**config.mk**
```make
export PLATFORM = sky130hd
export DESIGN_NAME = clk_div_multi
export DESIGN_NICKNAME = d
export VERILOG_FILES = /design/src/rtl/clk_div_multi.sv
export SDC_FILE = /design/constraint.sdc
export NUM_CORES = 1
export LEC_CHECK = 0
export CORE_MARGIN = 4
export CORE_UTILIZATION = 50
export DETAILED_ROUTE_END_ITERATION = 12
export GPL_TIMING_DRIVEN = 1
export PLACE_DENSITY = 0.7
export SYNTH_ARGS = -nofsm -noshare
export SYNTH_HDL_FRONTEND = slang
export SYNTH_SLANG_ARGS = --single-unit
```
**constraint.sdc**
```tcl
create_clock -name clk -period 5.1 [get_ports clk]
set_input_delay 0.765 -clock clk [delete_from_list [all_inputs] [get_ports clk]]
set_output_delay 0.765 -clock clk [all_outputs]
set_load 0.005 [all_outputs]
```
**src/rtl/clk_div_multi.sv**
```systemverilog
// ---------------------------------------------------------------------------
// clk_div_multi
//   Bank of CHANNELS independent programmable dividers, all clocked by clk.
//   Each channel counts enabled cycles up to an effective divisor
//   D = max(div, 1). On the last count the channel expires, which raises a
//   one-cycle tick and updates out according to the channel mode:
//     00 toggle   : out inverts on every expiry (period 2*D)
//     01 pulse    : out mirrors tick
//     10 one-shot : out latches high on the first expiry and the channel
//                   then stays quiet until it is reconfigured
//     11 off      : counter, out and tick held at zero
//
// Ports
//   clk      in   clock, every state change on its rising edge
//   rst_n    in   synchronous active-low reset (defaults: div=DIVISOR, toggle)
//   en       in   per-channel count enable
//   sync     in   clears counters/outputs of every channel (phase alignment)
//   cfg_we   in   configuration write strobe
//   cfg_ch   in   channel addressed by cfg_we (out-of-range writes ignored)
//   cfg_div  in   divisor to load
//   cfg_mode in   mode to load
//   out      out  registered divided output per channel
//   tick     out  registered one-cycle expiry strobe per channel
// ---------------------------------------------------------------------------
module clk_div_multi #(
    parameter int CHANNELS = 4,
    parameter int WIDTH    = 16,
    parameter int DIVISOR  = 5
) (
    input  logic                clk,
    input  logic                rst_n,
    input  logic [CHANNELS-1:0] en,
    input  logic                sync,
    input  logic                cfg_we,
    input  logic [3:0]          cfg_ch,
    input  logic [WIDTH-1:0]    cfg_div,
    input  logic [1:0]          cfg_mode,
    output logic [CHANNELS-1:0] out,
    output logic [CHANNELS-1:0] tick
);

    typedef enum logic [1:0] {
        MODE_TOGGLE  = 2'b00,
        MODE_PULSE   = 2'b01,
        MODE_ONESHOT = 2'b10,
        MODE_OFF     = 2'b11
    } mode_e;

    localparam logic [WIDTH-1:0] DIV_RST  = WIDTH'(DIVISOR);
    localparam logic [WIDTH-1:0] ONE      = WIDTH'(1);
    localparam logic [WIDTH-1:0] ZERO     = {WIDTH{1'b0}};
    localparam logic [4:0]       CH_LIMIT = 5'(CHANNELS);

    // A stored divisor of zero behaves exactly like a divisor of one.
    function automatic logic [WIDTH-1:0] eff_div(input logic [WIDTH-1:0] d);
        return (d == ZERO) ? ONE : d;
    endfunction

    logic [WIDTH-1:0]    cnt_r  [CHANNELS];
    logic [WIDTH-1:0]    div_r  [CHANNELS];
    mode_e               mode_r [CHANNELS];
    logic [CHANNELS-1:0] out_r;
    logic [CHANNELS-1:0] tick_r;

    logic [WIDTH-1:0]    cnt_s  [CHANNELS];
    logic [WIDTH-1:0]    div_s  [CHANNELS];
    mode_e               mode_s [CHANNELS];
    logic [CHANNELS-1:0] out_s;
    logic [CHANNELS-1:0] tick_s;

    logic                cfg_hit_s;

    // A write to a channel index beyond the bank is dropped entirely.
    assign cfg_hit_s = cfg_we & (({1'b0, cfg_ch} < CH_LIMIT) ? 1'b1 : 1'b0);

    // Next-state computation for every channel: count, then sync, then cfg.
    always_comb begin
        for (int i = 0; i < CHANNELS; i++) begin
            cnt_s[i]  = cnt_r[i];
            div_s[i]  = div_r[i];
            mode_s[i] = mode_r[i];
            // Pulse mode tracks tick, so its out falls on any non-expiry edge.
            out_s[i]  = (mode_r[i] == MODE_PULSE) ? 1'b0 : out_r[i];
            tick_s[i] = 1'b0;

            if (mode_r[i] == MODE_OFF) begin
                cnt_s[i] = ZERO;
                out_s[i] = 1'b0;
            end else if (!en[i]) begin
                cnt_s[i] = cnt_r[i];
            end else if ((mode_r[i] == MODE_ONESHOT) && out_r[i]) begin
                // One-shot already fired: park the counter until reconfigured.
                cnt_s[i] = ZERO;
            end else if (cnt_r[i] == (eff_div(div_r[i]) - ONE)) begin
                cnt_s[i]  = ZERO;
                tick_s[i] = 1'b1;
                case (mode_r[i])
                    MODE_TOGGLE:  out_s[i] = ~out_r[i];
                    MODE_PULSE:   out_s[i] = 1'b1;
                    MODE_ONESHOT: out_s[i] = 1'b1;
                    default:      out_s[i] = 1'b0;
                endcase
            end else begin
                cnt_s[i] = cnt_r[i] + ONE;
            end

            if (sync) begin
                cnt_s[i]  = ZERO;
                out_s[i]  = 1'b0;
                tick_s[i] = 1'b0;
            end else begin
                // no alignment request: counting result stands
            end

            // Configuration wins over expiry on the addressed channel.
            if (cfg_hit_s && (4'(i) == cfg_ch)) begin
                div_s[i]  = cfg_div;
                mode_s[i] = mode_e'(cfg_mode);
                cnt_s[i]  = ZERO;
                out_s[i]  = 1'b0;
                tick_s[i] = 1'b0;
            end else begin
                // channel not addressed this cycle
            end
        end
    end

    // Channel state registers with synchronous active-low reset.
    always_ff @(posedge clk) begin
        if (!rst_n) begin
            for (int i = 0; i < CHANNELS; i++) begin
                cnt_r[i]  <= ZERO;
                div_r[i]  <= DIV_RST;
                mode_r[i] <= MODE_TOGGLE;
            end
            out_r  <= {CHANNELS{1'b0}};
            tick_r <= {CHANNELS{1'b0}};
        end else begin
            for (int i = 0; i < CHANNELS; i++) begin
                cnt_r[i]  <= cnt_s[i];
                div_r[i]  <= div_s[i];
                mode_r[i] <= mode_s[i];
            end
            out_r  <= out_s;
            tick_r <= tick_s;
        end
    end

    assign out  = out_r;
    assign tick = tick_r;

endmodule

```
# [Word-level counts from Yosys, hierarchy flattened]
# Memories as Yosys holds them, arrays and structs flattened.
# Index checks and enable logic that the tools add are counted.
[word_totals] ram_bits=136 inputBits=30 n_memories=3 reg_bits=8 output_inout_bits=8 elab_cells=165
[memory_table] memory="cnt_r" depth=4 width=16 rd=4 rd_clocked_by_memory_dff=0 wr=4 line_no="59" rtl="logic [WIDTH-1:0] cnt_r [CHANNELS];"
[memory_table] memory="div_r" depth=4 width=16 rd=4 rd_clocked_by_memory_dff=0 wr=4 line_no="60" rtl="logic [WIDTH-1:0] div_r [CHANNELS];"
[memory_table] memory="mode_r" depth=4 width=2 rd=4 rd_clocked_by_memory_dff=0 wr=4 line_no="61" rtl="mode_e mode_r [CHANNELS];"
[classes] add_sub_neg=8 eq_ne=19 mux=75 n_lt_le_gt_ge=1 bitwise_logic=22 reduce_logical=29
[op_table] operator="$mux 16" count=40
[op_table] operator="$add 16x1->16 const B" count=4
[op_table] operator="$eq 16x16->1" count=4
[op_table] operator="$logic_not 16->1" count=4
[op_table] operator="$sub 16x1->16 const B" count=4
[op_table] operator="$reduce_or 6->1" count=4
[op_table] operator="$mux 1" count=23
[op_table] operator="$eq 2x2->1 const B" count=8
[op_table] operator="$mux 2" count=8
[op_table] operator="$reduce_or 4->1" count=4
[op_table] operator="$or 1x1->1" count=12
[op_table] operator="$not 1->1" count=9
[op_table] operator="$eq 2x1->1 const B" count=4
[op_table] operator="$eq 2x4->1 const A" count=2
[op_table] operator="$logic_and 1x1->1" count=8
[op_table] operator="$logic_not 2->1" count=4
[op_table] operator="$pmux 1 s2" count=4
[op_table] operator="$reduce_or 2->1" count=4
[op_table] operator="$eq 1x4->1 const A" count=1
[op_table] operator="$logic_not 4->1" count=1
[op_table] operator="$lt 4x3->1 const B" count=1
[op_table] operator="$and 1x1->1" count=1

# [Logic depth before layout (Yosys ltp)]
# Gate-level depths: netlist of run 1.
[logic_depth] ltp_word=11 ltp_mapped=15 depth_no_buf=13

# [Worst setup path before layout of run 1]
# Ideal clock, no wire load.
[synth_path] path_kind="reg-to-reg" startpoint="memory div_r[2][11]" endpoint="memory cnt_r[2][10]" path_slack_ps=1478 t_required_ps=4980 arrival_ps=3502 n_path_buf=3 synth_period_minus_slack_ps=3622 setup_ps=120 path_stages_with_launch=16 cell_sequence="dfxtp_1 > clkbuf_1 > or4_1 > nor3_1 > a21oi_1 > ha_1 > clkbuf_1 > nor2b_1 > or3_1 > a31oi_1 > and4_1 > nand3b_1 > o31ai_2 > buf_2 > nor3_1 > a211o_1"
[synth_lines] element="start, declared" line_no="60"
[synth_lines] element="end, declared" line_no="59"

==> results of run 1 <==
## layer usage
metal  up-vias  global-route usage [%]  wire [um]
met3        25                    3.34       1080
li1       4185                       -          -
met5         -                       0          0
met4         0                    6.49        318
met1      3925                    32.1      11100
met2       206                    35.2      10500
## registers in the layout (all words and copies together), names as in the netlist
register and count:
out 4, div_r 64, mode_r 8, tick 4, cnt_r 64
## per-stage QoR
stage	hold WS (ns)	util [%]
finish	0.488	57.1
global route	0.528	57.1
CTS	0.490	57.1
detailed placement	0.482	53.6
global placement	0.473	53.6
floorplan	0.463	-
## path summary, 6_finish.rpt
kind / end / depth (start not counted)
max: cnt_r[3][5] / 12
max reg2reg: cnt_r[3][5] / 12
min reg2reg: div_r[3][14] / 2
min: div_r[3][14] / 2
## Yosys cell counts (4+ instances only)
| master | number | area, um2 |
|---|---|---|
| nor2b_1 | 22 | 138 |
| o41ai_1 | 5 | 43.8 |
| dfxtp_1 | 144 | 2880 |
| xnor2_1 | 61 | 534 |
| a21o_1 | 15 | 113 |
| a2111oi_0 | 5 | 43.8 |
| a41oi_1 | 4 | 35.0 |
| inv_1 | 30 | 113 |
| a31oi_1 | 8 | 50.1 |
| a22o_1 | 13 | 114 |
| or3_1 | 20 | 125 |
| clkbuf_1 | 56 | 210 |
| nor3b_1 | 6 | 45.0 |
| a211oi_1 | 5 | 37.5 |
| nand3b_1 | 10 | 75.1 |
| o21ai_0 | 22 | 110 |
| nand2_1 | 136 | 510 |
| a221o_1 | 5 | 50.1 |
| nand4b_1 | 4 | 35.0 |
| nand4_1 | 20 | 125 |
| and2_1 | 6 | 37.5 |
| nor2_1 | 61 | 229 |
| buf_2 | 6 | 30.0 |
| nand2b_1 | 18 | 113 |
| a211o_1 | 7 | 61.3 |
| o31ai_1 | 12 | 90.1 |
| xor2_1 | 32 | 280 |
| nand3_1 | 70 | 350 |
| nor4b_1 | 10 | 87.6 |
| nor4_1 | 30 | 188 |
| and3_1 | 18 | 113 |
| a21boi_0 | 51 | 383 |
| nor3_1 | 51 | 255 |
| or4_1 | 17 | 128 |
| ha_1 | 24 | 300 |
| mux2i_1 | 27 | 270 |
| a22oi_1 | 4 | 30.0 |
| a21oi_1 | 25 | 125 |
## worst min-delay path, cell delays in order (launching register included)
cell	delay [ns]
dfxtp_1	0.32
nand2_1	0.05
a21boi_0	0.06
## cells by family (layout without fill, tap and decap cells)
logic type / Yosys count / count (layout) / share of synthesized area (%)
AOI/OAI and AO/OA: 231 / 231 / 19.1
xor gates and xnor gates: 93 / 93 / 8.80
adders and majority gates: 24 / 24 / 3.25
buffers and inverters: 97 / 108 / 4.22
DFF: 144 / 144 / 31.2
muxes: 29 / 29 / 3.16
and+or+nand+nor: 523 / 523 / 30.3
## power by group through the flow
stage                     clock network (mW)  registers, mW  logic [mW]
final                                   1.32           1.15       0.200
after global routing                    1.39           1.15       0.218
after CTS                               1.34           1.15       0.198
after detailed placement                   0           1.18       0.197
after global placement                     0           1.18       0.196
after floorplan                            0           1.17       0.136
## layout make-up
| cell class | instances | share of cell area (%) |
|---|---|---|
| Timing Repair Buffer | 46 | 4.19 |
| Clock inverter | 10 | 1.27 |
| Sequential cell | 144 | 27.9 |
| Multi-Input combinational cell | 900 | 58.0 |
| Inverter | 30 | 1.09 |
| Clock buffer | 22 | 4.79 |
| Tap cell | 229 | 2.78 |
==> results by group, run 1 <==
Status
  • Outcome: finished clean

Job
  • Max-Cap Viols: 0

STA
  • Slew Viols, Final: 0
  • Final Critical Period: between 4 and 5 ns
  • Post-route setup TNS: 0 ns
  • Clock Skew: ~0.0059 ns
  • FMAX: 0.241 GHz
  • Setup ws final: 0.946 ns
  • Setup violators final: 0
  • Final period util: 81.4%
  • Slew HR: 35.2%
  • Final Hold Vio Count: 0
  • Least-Margin Pin Slew: 0.966 ns
  • Unrepaired setup endpoints after global routing: no

Floorplanning
  • Chip height: about 140 um
  • I/O pin total: 38
  • Die width: approximately 140 um
  • DIE AREA: 20,700 um2
  • Row count: 49
  • Starting Density: 51.2%
  • CORE AREA: ~18,000 um2

Place
  • Area after DPL: around 9700 um2
  • Half-perimeter wire length after placement: between 15,000 and 20,000 um
  • Placed insts: roughly 1,300
  • IO Port Bufs: 37
  • DP Worst Slack: roughly 1 ns
  • Placer Congestion: between 0.9 and 1

Clock network
  • CTS root buffer: clkbuf_16
  • Clock buffer count from CTS: 17
  • Post-CTS Resized: 0
  • Postcts setup bufs: 0
  • CTS max path bufs: 2
  • CTS tree: built
  • Clk Latency, worst-skew pair: ~0.42 ns
  • CTS clk-pin slew, worst paths: ~0.06 ns
  • Hold_buf cts: 0
  • Clock sinks: 144
  • H-tree depth: 4

Logic synthesis
  • Mapped Cells: around 1,100
  • Synthesized area: ~9000 um2
  • YS warnings: 0
  • Post-synth EDFFs: 0
  • Avg Inst Size Synth: slightly above 8 um2
  • Top FF cell, synth: dfxtp_1
  • Post-synth ARST share: 0%
  • Post-synthesis register bit count: 144
  • Syn nets: 1,195
  • Sequential fraction of the synthesis area: a little under a third
  • Number of distinct library cells after synthesis: between 80 and 90

Worst setup path
  • FF-to-FF Start: div_r[3][4]
  • Setup Crit Path Kind: flip-flop to flip-flop
  • CP delay by family, top: simple AND/OR/NAND/NOR gates
  • Beginning of the critical path: div_r[3][4]
  • Crit path DAT: about 4.5 ns
  • CP Capture Type: flip-flop
  • Worst-path fanout max: 17
  • CP Launch Type: flip-flop
  • Critical path, cell by cell: or4_1 -> nor3_1 -> a21oi_1 -> ha_1 -> xnor2_1 -> a221oi_1 -> o21ai_0 -> nor4b_1 -> nand4_1 -> o31ai_4 -> nor2_2 -> a31o_2
  • Critical path's largest stage delay: roughly 0.78 ns
  • CP max-delay cell: or4_1
  • Crit path required time: approximately 5.4 ns
  • Reg2reg setup slack: 0.95 ns
  • WP buf/inv: 0

Detailed routing
  • DRT iter0 DRCs: 686
  • Final WL: 23,000 um
  • Post-DRT Antenna Nets: 0
  • Via count: approximately 8,300
  • Avg WL per Cell: approximately 17 um
  • # DRC: 0
  • Drt via density: 6.04
  • DRT Pass-1 Iters: 5

Power and ir drop
  • Leakage power: 3.72 nW
  • Power per cell area: 259 nW/um2
  • Internal power: 2.05 mW
  • Worst vdd ir: approximately 0.00023 V
  • Sw power: roughly 0.63 mW
  • Clock Power Share: approximately half
  • Combinational power share: under 10%
  • Total power: between 2 and 3 mW
  • Sw Ratio: roughly a quarter
  • Flop pwr share: 43.1%

Min path
  • Hold path start: div_r[3][14]
  • Hold crit path type: flip-flop to flip-flop

Finish
  • Layout area overhead: 11.6%
  • Antenna cells: 0
  • Layout cell share with drive strength beyond 1: ~6.3%
  • Final Instance Area: approximately 10,000 um2
  • Nets: roughly 1,200
  • Multi-input gate area: between 5000 and 6000 um2
  • Register area: slightly below 3000 um2
  • Most frequent cells in the layout: 144 x dfxtp_1, 136 x nand2_1, 70 x nand3_1, 61 x nor2_1, 61 x xnor2_1
  • Fin cells: 1,381
  • Fillers: 1,667
  • Commonest non-fill, non-tap cell in the layout: dfxtp_1

Global route
  • GR Overflow Total: 0
  • Largest net degree at the start of global routing: 73
  • First-pass GRT wire length: between 30,000 and 40,000 um
  • Vias in the first global route: around 7,600
  • Initial antenna violation count: 1
  • Overall Global Routing Usage: 22.4%
No activity file was read; power rests on OpenSTA's default activity.
==> run 2: changes to the inputs <==
==> constraint.sdc (replaced) <==
create_clock -name clk -period 3.9 [get_ports clk]
set_input_delay 0.585 -clock clk [delete_from_list [all_inputs] [get_ports clk]]
set_output_delay 0.585 -clock clk [all_outputs]
set_load 0.005 [all_outputs]
==> results by group, run 2 (synthesized netlist as in run 1, its figures left out) <==
Floorplanning
  • DIE AREA: 20,700 um2 (unchanged)
  • Row count: 49 (unchanged)
  • Starting Density: 51.2% (unchanged)
  • Die width: 144 um (unchanged)
  • CORE AREA: 18,100 um2 (unchanged)
  • I/O pin total: 38 (unchanged)
  • Chip height: 144 um (unchanged)

Finish
  • Layout area overhead: 13.7%
  • Multi-input gate area: 6000 um2 (+0.23%)
  • Fillers: 1,616 (-3.1%)
  • Biggest registers after layout: cnt_r x64, div_r x64, mode_r x8
  • Register area: 2880 um2 (unchanged)
  • Final Instance Area: 10,500 um2 (+1.9%)
  • Commonest non-fill, non-tap cell in the layout: dfxtp_1
  • Nets: 1,223 (+2.5%)
  • Antenna cells: 0 (unchanged)
  • Post-layout util: 58.2% (+1.1 points)
  • Most frequent cells in the layout: 144 x dfxtp_1, 136 x nand2_1, 70 x nand3_1, 61 x nor2_1, 61 x xnor2_1
  • Layout cell share with drive strength beyond 1: 8.39% (+2.1 points)
  • Fin cells: 1,409 (+2.0%)

STA
  • Unrepaired setup endpoints after global routing: no
  • Setup violators final: 0 (unchanged)
  • Least-Margin Pin Slew: 0.764 ns (-0.203 ns)
  • Slew HR: 48.7% (+13 points)
  • Final Critical Period: 3.71 ns (-0.446 ns)
  • Slew Viols, Final: 0 (unchanged)
  • Final Hold Vio Count: 0 (unchanged)
  • Post-route setup TNS: 0 ns (unchanged)
  • FMAX: 0.270 GHz (+12%)
  • Final period util: 95.1% (+14 points)
  • Clock Skew: 0.00766 ns (+0.00172 ns)

Clock network
  • H-tree depth: 4 (unchanged)
  • Clock sinks: 144 (unchanged)
  • Clk Latency, worst-skew pair: 0.42 ns (about the same)
  • Hold_buf cts: 0 (unchanged)
  • Clock buffer count from CTS: 17 (unchanged)
  • CTS tree: built
  • CTS max path bufs: 2 (unchanged)
  • CTS root buffer: clkbuf_16
  • CTS clk-pin slew, worst paths: 0.06 ns (about the same)

Detailed routing
  • Max layer used: met4
  • Avg WL per Cell: 16.7 um (+0.65%)
  • # DRC: 0 (unchanged)
  • Met2 Wirelength: 10,700 um (+1.6%)
  • Met1 Wirelength: 11,200 um (+1.2%)
  • Post-DRT Antenna Nets: 0 (unchanged)
  • DRT Pass-1 Iters: 7 (+2)
  • Met3 wire len: 1350 um (+25%)
  • DRT iter0 DRCs: 692 (+0.87%)
  • Drt via density: 6.08 (+0.70%)
  • Final WL: 23,600 um (+2.7%)
  • Via count: 8,570 (+2.7%)

Global route
  • Vias in the first global route: 7,806 (+3.1%)
  • First-pass GRT wire length: 38,500 um (+1.3%)
  • GR Overflow Total: 0 (unchanged)
  • Initial antenna violation count: 1 (unchanged)
  • Largest net degree at the start of global routing: 73 (unchanged)
  • Overall Global Routing Usage: 22.8% (+0.39 points)

Worst setup path
  • Crit path DAT: 4.02 ns (-0.45 ns)
  • Critical path's largest stage delay: 0.55 ns (-0.23 ns)
  • CP Launch Type: flip-flop
  • Reg2reg setup slack: 0.19 ns (-0.75 ns)
  • Critical path, cell by cell: or4_1 -> nor3_1 -> a21oi_1 -> ha_1 -> xnor2_1 -> a221oi_1 -> o21ai_0 -> a311o_1 -> or4_1 -> nor4_4 -> buf_4 -> nor4_1 -> a21o_1
  • CP Capture Type: flip-flop
  • Crit path required time: 4.21 ns (-1.21 ns)
  • CP max-delay cell: or4_1
  • CP most frequent cell: or4_1
  • Setup Crit Path Kind: flip-flop to flip-flop
  • Worst-path fanout max: 7 (-10)

Power and ir drop
  • Total power: 3.41 mW (+27%)
  • Worst vdd ir: 0.000328 V (+45%)
  • Leakage power: 3.85 nW (+3.6%)
  • Power per cell area: 324 nW/um2 (+25%)

Min path
  • Hold crit path type: flip-flop to flip-flop

Place
  • Half-perimeter wire length after placement: 17,200 um (+3.9%)
  • Area after DPL: 9920 um2 (+2.2%)
  • Placed insts: 1,378 (+2.1%)
  • IO Port Bufs: 37 (unchanged)
  • Placer Congestion: 0.896 (-1.4%)

Job
  • Max-Cap Viols: 0 (unchanged)

Status
  • Outcome: finished clean
[run 2: cell count changes in the layout (fill, tap and decap cells not counted), sizes merged]
cell	previous run	this run
buf	10	40
bufinv	3	2
clkbuf	22	24
clkinv	6	4
clkinvlp	1	0
[run 2: final cells by class]
class | instances | area share, %
Multi-Input combinational cell | 900 | 57.0
Sequential cell | 144 | 27.4
Timing Repair Buffer | 76 | 6.26
Clock buffer | 24 | 4.77
Tap cell | 229 | 2.72
Inverter | 30 | 1.07
Clock inverter | 6 | 0.761
[run 2: metrics by stage]
| step | setup WS (ns) | hold slack (ns) |
|---|---|---|
| 2_1_floorplan | 0.278 | 0.463 |
| 3_3_place_gp | 0.281 | 0.485 |
| 3_5_place_dp | 0.241 | 0.492 |
| 4_1_cts | 0.213 | 0.501 |
| 5_1_grt | 0.0105 | 0.537 |
| 6_report | 0.193 | 0.500 |
[run 2: worst paths after layout]
kind / startpoint / end / cells after the start
min: div_r[1][15] / div_r[1][15] / 2
max reg2reg: div_r[3][0] / cnt_r[3][8] / 13
min reg2reg: div_r[1][15] / div_r[1][15] / 2
max: div_r[3][0] / cnt_r[3][8] / 13
[run 2: what timing repair did]
| action | in CTS | in global routing |
|---|---|---|
| gates resized for setup | 0 | 2 |
| setup buffers | 0 | 1 |
| hold endpoints to repair | 0 | 0 |
| setup endpoints to repair | 0 | 17 |
[run 2: critical path, delay by kind of cell, from the launching register on]
family | cells | cell delay, ns
xor+xnor | 1 | 0.12
compound gates | 5 | 0.94
buf+inv | 1 | 0.18
fa+ha+maj | 1 | 0.31
flops | 1 | 0.37
simple gates | 5 | 1.67
[run 2: power by group]
| group | switching (mW) | internal (mW) |
|---|---|---|
| sequential | 0.0216 | 1.48 |
| clock | 0.603 | 1.02 |
| combinational | 0.162 | 0.119 |
| total | 0.786 | 2.62 |
[run 2: per-layer routing]
layer	vias to the layer above	global-route usage, %
li1	4242	-
met1	4052	32.1
met2	243	36.1
met3	33	4.00
met4	0	6.59
met5	-	0
